<file path="src/rtl/load_return_queue_pkg.sv">
// Shared definitions for the load return queue.
// Holds the 3-bit load type encodings, the per-load metadata record and its
// flattened width, used by load_return_queue and load_align.
package load_return_queue_pkg;

  localparam logic [2:0] LD_LW  = 3'd0;
  localparam logic [2:0] LD_LB  = 3'd1;
  localparam logic [2:0] LD_LBU = 3'd2;
  localparam logic [2:0] LD_LH  = 3'd3;
  localparam logic [2:0] LD_LHU = 3'd4;
  localparam logic [2:0] LD_LWL = 3'd5;
  localparam logic [2:0] LD_LWR = 3'd6;

  // ld_type + low_addr + dest + rt_old + pc
  localparam int META_W = 3 + 2 + 5 + 32 + 32;

  typedef struct packed {
    logic [2:0]  ld_type;
    logic [1:0]  low_addr;
    logic [4:0]  dest;
    logic [31:0] rt_old;
    logic [31:0] pc;
  } meta_t;

endpackage

</file>
<file path="src/rtl/load_align.sv">
// Combinational load result alignment.
// Ports:
//   ld_type_i  [2:0]  load type (LD_* encodings)
//   low_addr_i [1:0]  byte address bits [1:0]
//   rdata_i    [31:0] raw word returned by the data sram
//   rt_old_i   [31:0] previous rt value, merged in for lwl/lwr
//   wdata_o    [31:0] aligned / merged writeback value
module load_align
  import load_return_queue_pkg::*;
(
  input  logic [2:0]  ld_type_i,
  input  logic [1:0]  low_addr_i,
  input  logic [31:0] rdata_i,
  input  logic [31:0] rt_old_i,
  output logic [31:0] wdata_o
);

  logic [7:0]  byte_sel;
  logic [15:0] half_sel;

  always_comb begin
    byte_sel = 8'h00;
    case (low_addr_i)
      2'd0:    byte_sel = rdata_i[7:0];
      2'd1:    byte_sel = rdata_i[15:8];
      2'd2:    byte_sel = rdata_i[23:16];
      default: byte_sel = rdata_i[31:24];
    endcase
    // Halfword selection only looks at bit 1; bit 0 is ignored.
    half_sel = low_addr_i[1] ? rdata_i[31:16] : rdata_i[15:0];

    wdata_o = rdata_i;
    case (ld_type_i)
      LD_LB:  wdata_o = {{24{byte_sel[7]}}, byte_sel};
      LD_LBU: wdata_o = {24'h000000, byte_sel};
      LD_LH:  wdata_o = {{16{half_sel[15]}}, half_sel};
      LD_LHU: wdata_o = {16'h0000, half_sel};
      LD_LWL: begin
        case (low_addr_i)
          2'd0:    wdata_o = {rdata_i[7:0],  rt_old_i[23:0]};
          2'd1:    wdata_o = {rdata_i[15:0], rt_old_i[15:0]};
          2'd2:    wdata_o = {rdata_i[23:0], rt_old_i[7:0]};
          default: wdata_o = rdata_i;
        endcase
      end
      LD_LWR: begin
        case (low_addr_i)
          2'd0:    wdata_o = rdata_i;
          2'd1:    wdata_o = {rt_old_i[31:24], rdata_i[31:8]};
          2'd2:    wdata_o = {rt_old_i[31:16], rdata_i[31:16]};
          default: wdata_o = {rt_old_i[31:8],  rdata_i[31:24]};
        endcase
      end
      default: wdata_o = rdata_i;
    endcase
  end

endmodule

</file>
<file path="src/rtl/load_return_queue.sv">
// In-order load return queue between the data-sram response channel and
// writeback. Tracks up to DEPTH outstanding loads, buffers responses while
// writeback stalls, aligns results, and drops responses owed to flushed loads.
// Ports:
//   clk, reset (async, active-high)
//   req_*            load issue side (fire, type, low addr, dest, old rt, pc)
//   req_allowin      a new load may be issued
//   data_sram_*      response channel (data_ok, rdata)
//   flush            discard every tracked load
//   out_*            writeback side (valid/ready, dest, wdata, pc)
//   outstanding      tracked loads plus responses still owed to flushed loads
//   proto_err        sticky: illegal issue or response with nothing owed
module load_return_queue
  import load_return_queue_pkg::*;
#(
  parameter int DEPTH  = 4,
  parameter bit BYPASS = 1'b1
) (
  input  logic                       clk,
  input  logic                       reset,
  input  logic                       req_fire,
  input  logic [2:0]                 req_ld_type,
  input  logic [1:0]                 req_low_addr,
  input  logic [4:0]                 req_dest,
  input  logic [31:0]                req_rt_old,
  input  logic [31:0]                req_pc,
  output logic                       req_allowin,
  input  logic                       data_sram_data_ok,
  input  logic [31:0]                data_sram_rdata,
  input  logic                       flush,
  output logic                       out_valid,
  input  logic                       out_ready,
  output logic [4:0]                 out_dest,
  output logic [31:0]                out_wdata,
  output logic [31:0]                out_pc,
  output logic [$clog2(DEPTH):0]     outstanding,
  output logic                       proto_err
);

  localparam int PW = $clog2(DEPTH);
  localparam int CW = PW + 1;

  logic [PW-1:0] rd_ptr_q, rd_ptr_d, wr_ptr_q, wr_ptr_d;
  logic [CW-1:0] meta_cnt_q, meta_cnt_d;
  logic [CW-1:0] data_cnt_q, data_cnt_d;
  logic [CW-1:0] drop_cnt_q, drop_cnt_d;
  logic          proto_err_q, proto_err_d;

  meta_t       meta_mem [DEPTH];
  logic [31:0] data_mem [DEPTH];

  logic [CW-1:0] inflight;
  logic [CW:0]   occupancy;
  logic          req_ok, rsp_drop, rsp_take, rsp_err;
  logic          bypass, pop, pop_buf, push_data;
  logic [PW-1:0] data_wr_idx;
  meta_t         head_meta;
  logic [31:0]   head_data, aligned;

  // Responses return in order, so the data for a meta slot lands at
  // rd_ptr + data_cnt; the data FIFO shares the meta read pointer.
  assign data_wr_idx = rd_ptr_q + data_cnt_q[PW-1:0];
  assign head_meta   = meta_mem[rd_ptr_q];
  assign head_data   = (data_cnt_q != '0) ? data_mem[rd_ptr_q] : data_sram_rdata;

  load_align u_align (
    .ld_type_i  (head_meta.ld_type),
    .low_addr_i (head_meta.low_addr),
    .rdata_i    (head_data),
    .rt_old_i   (head_meta.rt_old),
    .wdata_o    (aligned)
  );

  always_comb begin
    inflight    = meta_cnt_q - data_cnt_q;
    occupancy   = {1'b0, meta_cnt_q} + {1'b0, drop_cnt_q};
    req_allowin = occupancy < (CW+1)'(DEPTH);
    outstanding = occupancy[CW-1:0];
    req_ok      = req_fire && req_allowin;

    rsp_drop = data_sram_data_ok && (drop_cnt_q != '0);
    rsp_take = data_sram_data_ok && (drop_cnt_q == '0) && (inflight != '0);
    rsp_err  = data_sram_data_ok && (drop_cnt_q == '0) && (inflight == '0);

    bypass    = BYPASS && (data_cnt_q == '0) && rsp_take;
    out_valid = !flush && ((data_cnt_q != '0) || bypass);
    pop       = out_valid && out_ready;
    // A bypassed response that leaves immediately is never buffered.
    pop_buf   = pop && (data_cnt_q != '0);
    push_data = rsp_take && !(bypass && pop);

    out_dest  = out_valid ? head_meta.dest : 5'd0;
    out_wdata = out_valid ? aligned        : 32'd0;
    out_pc    = out_valid ? head_meta.pc   : 32'd0;
    proto_err = proto_err_q;

    proto_err_d = proto_err_q || rsp_err || (req_fire && !req_allowin);
    rd_ptr_d    = rd_ptr_q;
    wr_ptr_d    = wr_ptr_q;
    meta_cnt_d  = meta_cnt_q;
    data_cnt_d  = data_cnt_q;
    drop_cnt_d  = drop_cnt_q - CW'(rsp_drop);

    if (flush) begin
      // Everything still owed (in flight, just issued) becomes a drop debt.
      rd_ptr_d   = '0;
      wr_ptr_d   = '0;
      meta_cnt_d = '0;
      data_cnt_d = '0;
      drop_cnt_d = drop_cnt_q - CW'(rsp_drop) + inflight + CW'(req_ok) - CW'(rsp_take);
    end else begin
      if (req_ok) wr_ptr_d = wr_ptr_q + 1'b1;
      if (pop)    rd_ptr_d = rd_ptr_q + 1'b1;
      meta_cnt_d = meta_cnt_q + CW'(req_ok) - CW'(pop);
      data_cnt_d = data_cnt_q + CW'(push_data) - CW'(pop_buf);
    end
  end

  always_ff @(posedge clk or posedge reset) begin
    if (reset) begin
      rd_ptr_q    <= '0;
      wr_ptr_q    <= '0;
      meta_cnt_q  <= '0;
      data_cnt_q  <= '0;
      drop_cnt_q  <= '0;
      proto_err_q <= 1'b0;
    end else begin
      rd_ptr_q    <= rd_ptr_d;
      wr_ptr_q    <= wr_ptr_d;
      meta_cnt_q  <= meta_cnt_d;
      data_cnt_q  <= data_cnt_d;
      drop_cnt_q  <= drop_cnt_d;
      proto_err_q <= proto_err_d;
    end
  end

  // Storage arrays carry no reset; validity is tracked by the counters.
  always_ff @(posedge clk) begin
    if (req_ok) begin
      meta_mem[wr_ptr_q] <= '{ld_type: req_ld_type, low_addr: req_low_addr,
                              dest: req_dest, rt_old: req_rt_old, pc: req_pc};
    end
    if (push_data) data_mem[data_wr_idx] <= data_sram_rdata;
  end

endmodule

</file>
<file path="config.mk">
export PLATFORM = sky130hd
export DESIGN_NAME = load_return_queue
export DESIGN_NICKNAME = d
export VERILOG_FILES = /design/src/rtl/load_return_queue_pkg.sv /design/src/rtl/load_align.sv /design/src/rtl/load_return_queue.sv
export SDC_FILE = /design/constraint.sdc
export NUM_CORES = 1
export LEC_CHECK = 0
export BUFFER_PORTS_ARGS = -buffer_cell sky130_fd_sc_hd__buf_2
export CORE_MARGIN = 2
export CORE_UTILIZATION = 62
export CTS_BUF_LIST = sky130_fd_sc_hd__clkbuf_8
export DETAILED_ROUTE_END_ITERATION = 8
export PLACE_DENSITY = 0.88
export SYNTH_ARGS = -nofsm -noshare
export SYNTH_HDL_FRONTEND = slang
export SYNTH_SLANG_ARGS = --single-unit
</file>
<file path="constraint.sdc">
create_clock -name clk -period 5.2 [get_ports clk]
set_input_delay 1.04 -clock clk [delete_from_list [all_inputs] [get_ports clk]]
set_output_delay 1.04 -clock clk [all_outputs]
set_load 0.1 [all_outputs]
</file>
==> impl_metrics.py <==
metrics = {
    "synth": {
        "netlist_top_cells_count": "424 x edfxtp_1, 123 x mux4_2, 85 x mux2i_1",
        "synth.net_count": 1271,
        "syn_area_mm2": 0.0199,
        "synthTopCellsByArea": "edfxtp_1 64%, mux4_2 14%, mux2i_1 4.3%, dfrtp_1 1.8%, and2_1 1.3%",
        "synth_edf_count": 424,
        "ys_seq_area_share_pct": 65.9,
        "synth_ff_type": "edfxtp_1",
        "async_flop_share_pct": 3.20,
        "synth.most_common_cell": "edfxtp_1",
        "ys_ff_latch": 438,
        "synth_area_leader_cell": "edfxtp_1",
        "synth_warnings": 0,
        "syn_area_per_cell_um2": 17.5,
        "synth_top_cell_area_share_pct": 64.1,
        "synth_cell_types": 50,
        "netlist_instances": 1136,
    },
    "placement": {
        "finalWeightedCongestion": 0.921,
        "place_ws_ns": -0.0571,
        "port_buffers": 186,
        "dpl.hpwl_um": 29900,
        "placed_area_mm2": 0.0217,
    },
    "clock_tree": {
        "path_clk_slew_ns": 0.06,
        "htree_levels": 3,
        "cts_root_buf": "clkbuf_8",
        "clkLatencyLatePin_ns": 0.61,
        "tritoncts": "built",
        "cts_buffers": 69,
        "cts-root-to-sink-buffers": 3,
        "clock_sinks": 438,
        "cts_hold_buf": 0,
    },
    "sta": {
        "setup_violations": 0,
        "fin_crit_sh_pct": 98.1,
        "max_freq_mhz": 196,
        "grt_setup_unrepaired": "yes",
        "slew_headroom_pct": 35.1,
        "worst_slack_ns": 0.0973,
        "hold_violations": 0,
        "tightest_slew_ns": 0.974,
        "finalCriticalPeriod_ns": 5.10,
        "final_max_slew_viol_count": 0,
        "skew_ns": 0.0290,
    },
    "worst_setup_path": {
        "crit_buf_inv": 2,
        "crit_required_ns": 4.16,
        "cp_top_family": "compound AO/OA/AOI/OAI gates",
        "crit_type": "flip-flop to output pin",
        "critPathLaunchType": "flip-flop",
        "critPathCaptureType": "output pin",
        "slowest_delay_ns": 0.69,
        "cpMostUsedCell": "a21oi_1",
        "crit_arrival_ns": 4.06,
        "crit_fanout": 31,
        "slowest_stage": "mux4_2",
        "path_cells": "clkbuf_8, mux4_2, nor2b_1, a21oi_1, o221a_1, a21oi_1, clkbuf_4",
    },
    "power_and_ir_drop": {
        "p_per_area_mw_per_mm2": 461,
        "leakagePower_nw": 8.03,
        "finalPower_mw": 10.6,
        "irDropWorstVdd_v": 0.000343,
    },
    "layout": {
        "area_growth_pct": 16.3,
        "design_area_mm2": 0.0231,
        "num-nets-final": 1485,
        "drive_above_1_share_pct": 34.5,
        "nFillCells": 1815,
    },
    "hold_path": {
        "hold_class": "flip-flop to flip-flop",
    },
    "floorplanning": {
        "die_area_mm2": 0.0335,
        "initial_core_util_pct": 63.0,
        "rows": 65,
        "ios": 187,
        "die_h_um": 183,
        "core-area_mm2": 0.0316,
        "fp.dieW_um": 183,
    },
    "drt": {
        "dr_total_vias": 11800,
        "viasPerCell": 6.53,
        "wire_per_inst_um": 25.8,
        "drtIter0Drc": 1342,
        "drcViolationCount": 0,
        "ant_nets": 0,
        "firstDrtPassIters": 5,
        "routed_wl_um": 46800,
    },
    "global_route": {
        "grt_pass1_wl_um": 71600,
        "antenna_found_initial": 15,
        "grt_overflow_total": 0,
        "track_usage_pct": 28.6,
        "grt_pass1_vias": 12000,
        "grt_max_degree": 65,
    },
    "job": {
        "maxCapViolations": 0,
    },
    "run_status": {
        "status": "finished clean",
    },
}
[area by class of cell]
cell class	instances	area, µm²	area share (%)
sequential	438	13100	56.7
tap	402	503	2.18
timing repair buffer	216	1610	6.97
clock buffer	72	991	4.29
inverter	20	75.1	0.325
multi-input combinational	605	6490	28.1
clock inverter	51	320	1.39
antenna	8	20.0	0.0866
[report_power, final]
part | switching, mW | internal, mW | total [mW]
clock network | 1.36 | 1.41 | 2.77
registers | 0.113 | 4.28 | 4.39
logic | 2.29 | 1.19 | 3.48
[per-stage QoR]
stage | utilization (%) | instances | setup TNS (ns) | hold WS (ns)
after floorplan | - | 1136 | 0 | 0.538
after global placement | 68.8 | 1679 | 0 | 0.454
after detailed placement | 68.8 | 1679 | -0.0571 | 0.457
after CTS | 73.0 | 1802 | 0 | 0.471
after global routing | 73.2 | 1808 | -0.0978 | 0.488
final | 73.2 | 1812 | 0 | 0.466
[cells by family after synthesis]
family / Yosys count / share of synthesized area, %
muxes: 237 / 19.9
xor gates and xnor gates: 15 / 0.731
AOI/OAI and AO/OA: 149 / 5.37
and+or+nand+nor: 181 / 4.41
adders and majority gates: 23 / 1.68
DFF: 438 / 65.9
buffers and inverters: 93 / 2.07
[state kept, by name, summed over array words and instances (netlist names)]
name        flops
meta_cnt_q      3
rd_ptr_q        2
wr_ptr_q        2
proto_err       1
data_cnt_q      3
drop_cnt_q      3
meta_mem      296
data_mem      128
[worst paths after layout]
| check | start | end | slack, ns | cells past startpoint |
|---|---|---|---|---|
| min in group asynchronous | reset | meta_cnt_q[0] | 0.49 | 2 |
| setup / recovery | rd_ptr_q[0] | out_wdata[3] | 0.1 | 7 |
| hold reg to reg | proto_err | proto_err | 0.47 | 2 |
| setup reg to reg | data_cnt_q[0] | data_cnt_q[2] | 0.99 | 15 |
| max in group asynchronous | reset | rd_ptr_q[0] | 4.27 | 2 |
| hold / removal | proto_err | proto_err | 0.47 | 2 |
[per-layer routing]
| layer | up-vias | global-route usage (%) | routed length [µm] |
|---|---|---|---|
| met2 | 683 | 44.7 | 22300 |
| met5 | - | 0 | 73 |
| met1 | 5971 | 38.6 | 17900 |
| met4 | 10 | 9.73 | 1510 |
| met3 | 120 | 9.17 | 4980 |
| li1 | 5042 | - | - |
[worst min-delay path, cell delays in order, from the launching register on]
cell,delay (ns)
dfrtp_1,0.34
a31oi_1,0.04
nand2_1,0.05
[what timing repair did]
action                     in CTS  in global routing
setup endpoints to repair      28                 27
gates resized for setup         6                  9
gates cloned                    0                  0
buffers inserted                0                  2
pin swaps                       0                  1
[layout by cell type (no fill, tap or decap), types with 8 or more instances in the layout]
cell        n
a21oi_1    18
a22oi_1    28
a31oi_2     8
and2_1     41
buf_12     29
buf_2     156
buf_4      27
clkbuf_8   74
clkinv_1   14
clkinv_2    9
dfrtp_1    12
diode_2     8
edfxtp_1  424
ha_1       17
inv_1      38
mux2_1      9
mux2_2     19
mux2i_1    85
mux4_2    122
nand2_1    45
nor2_1     57
o211ai_1    9
o21ai_0    26
o21ai_1    10
o221a_1    22
xnor2_1     8
Note: power is estimated with default switching activity, not from simulation.
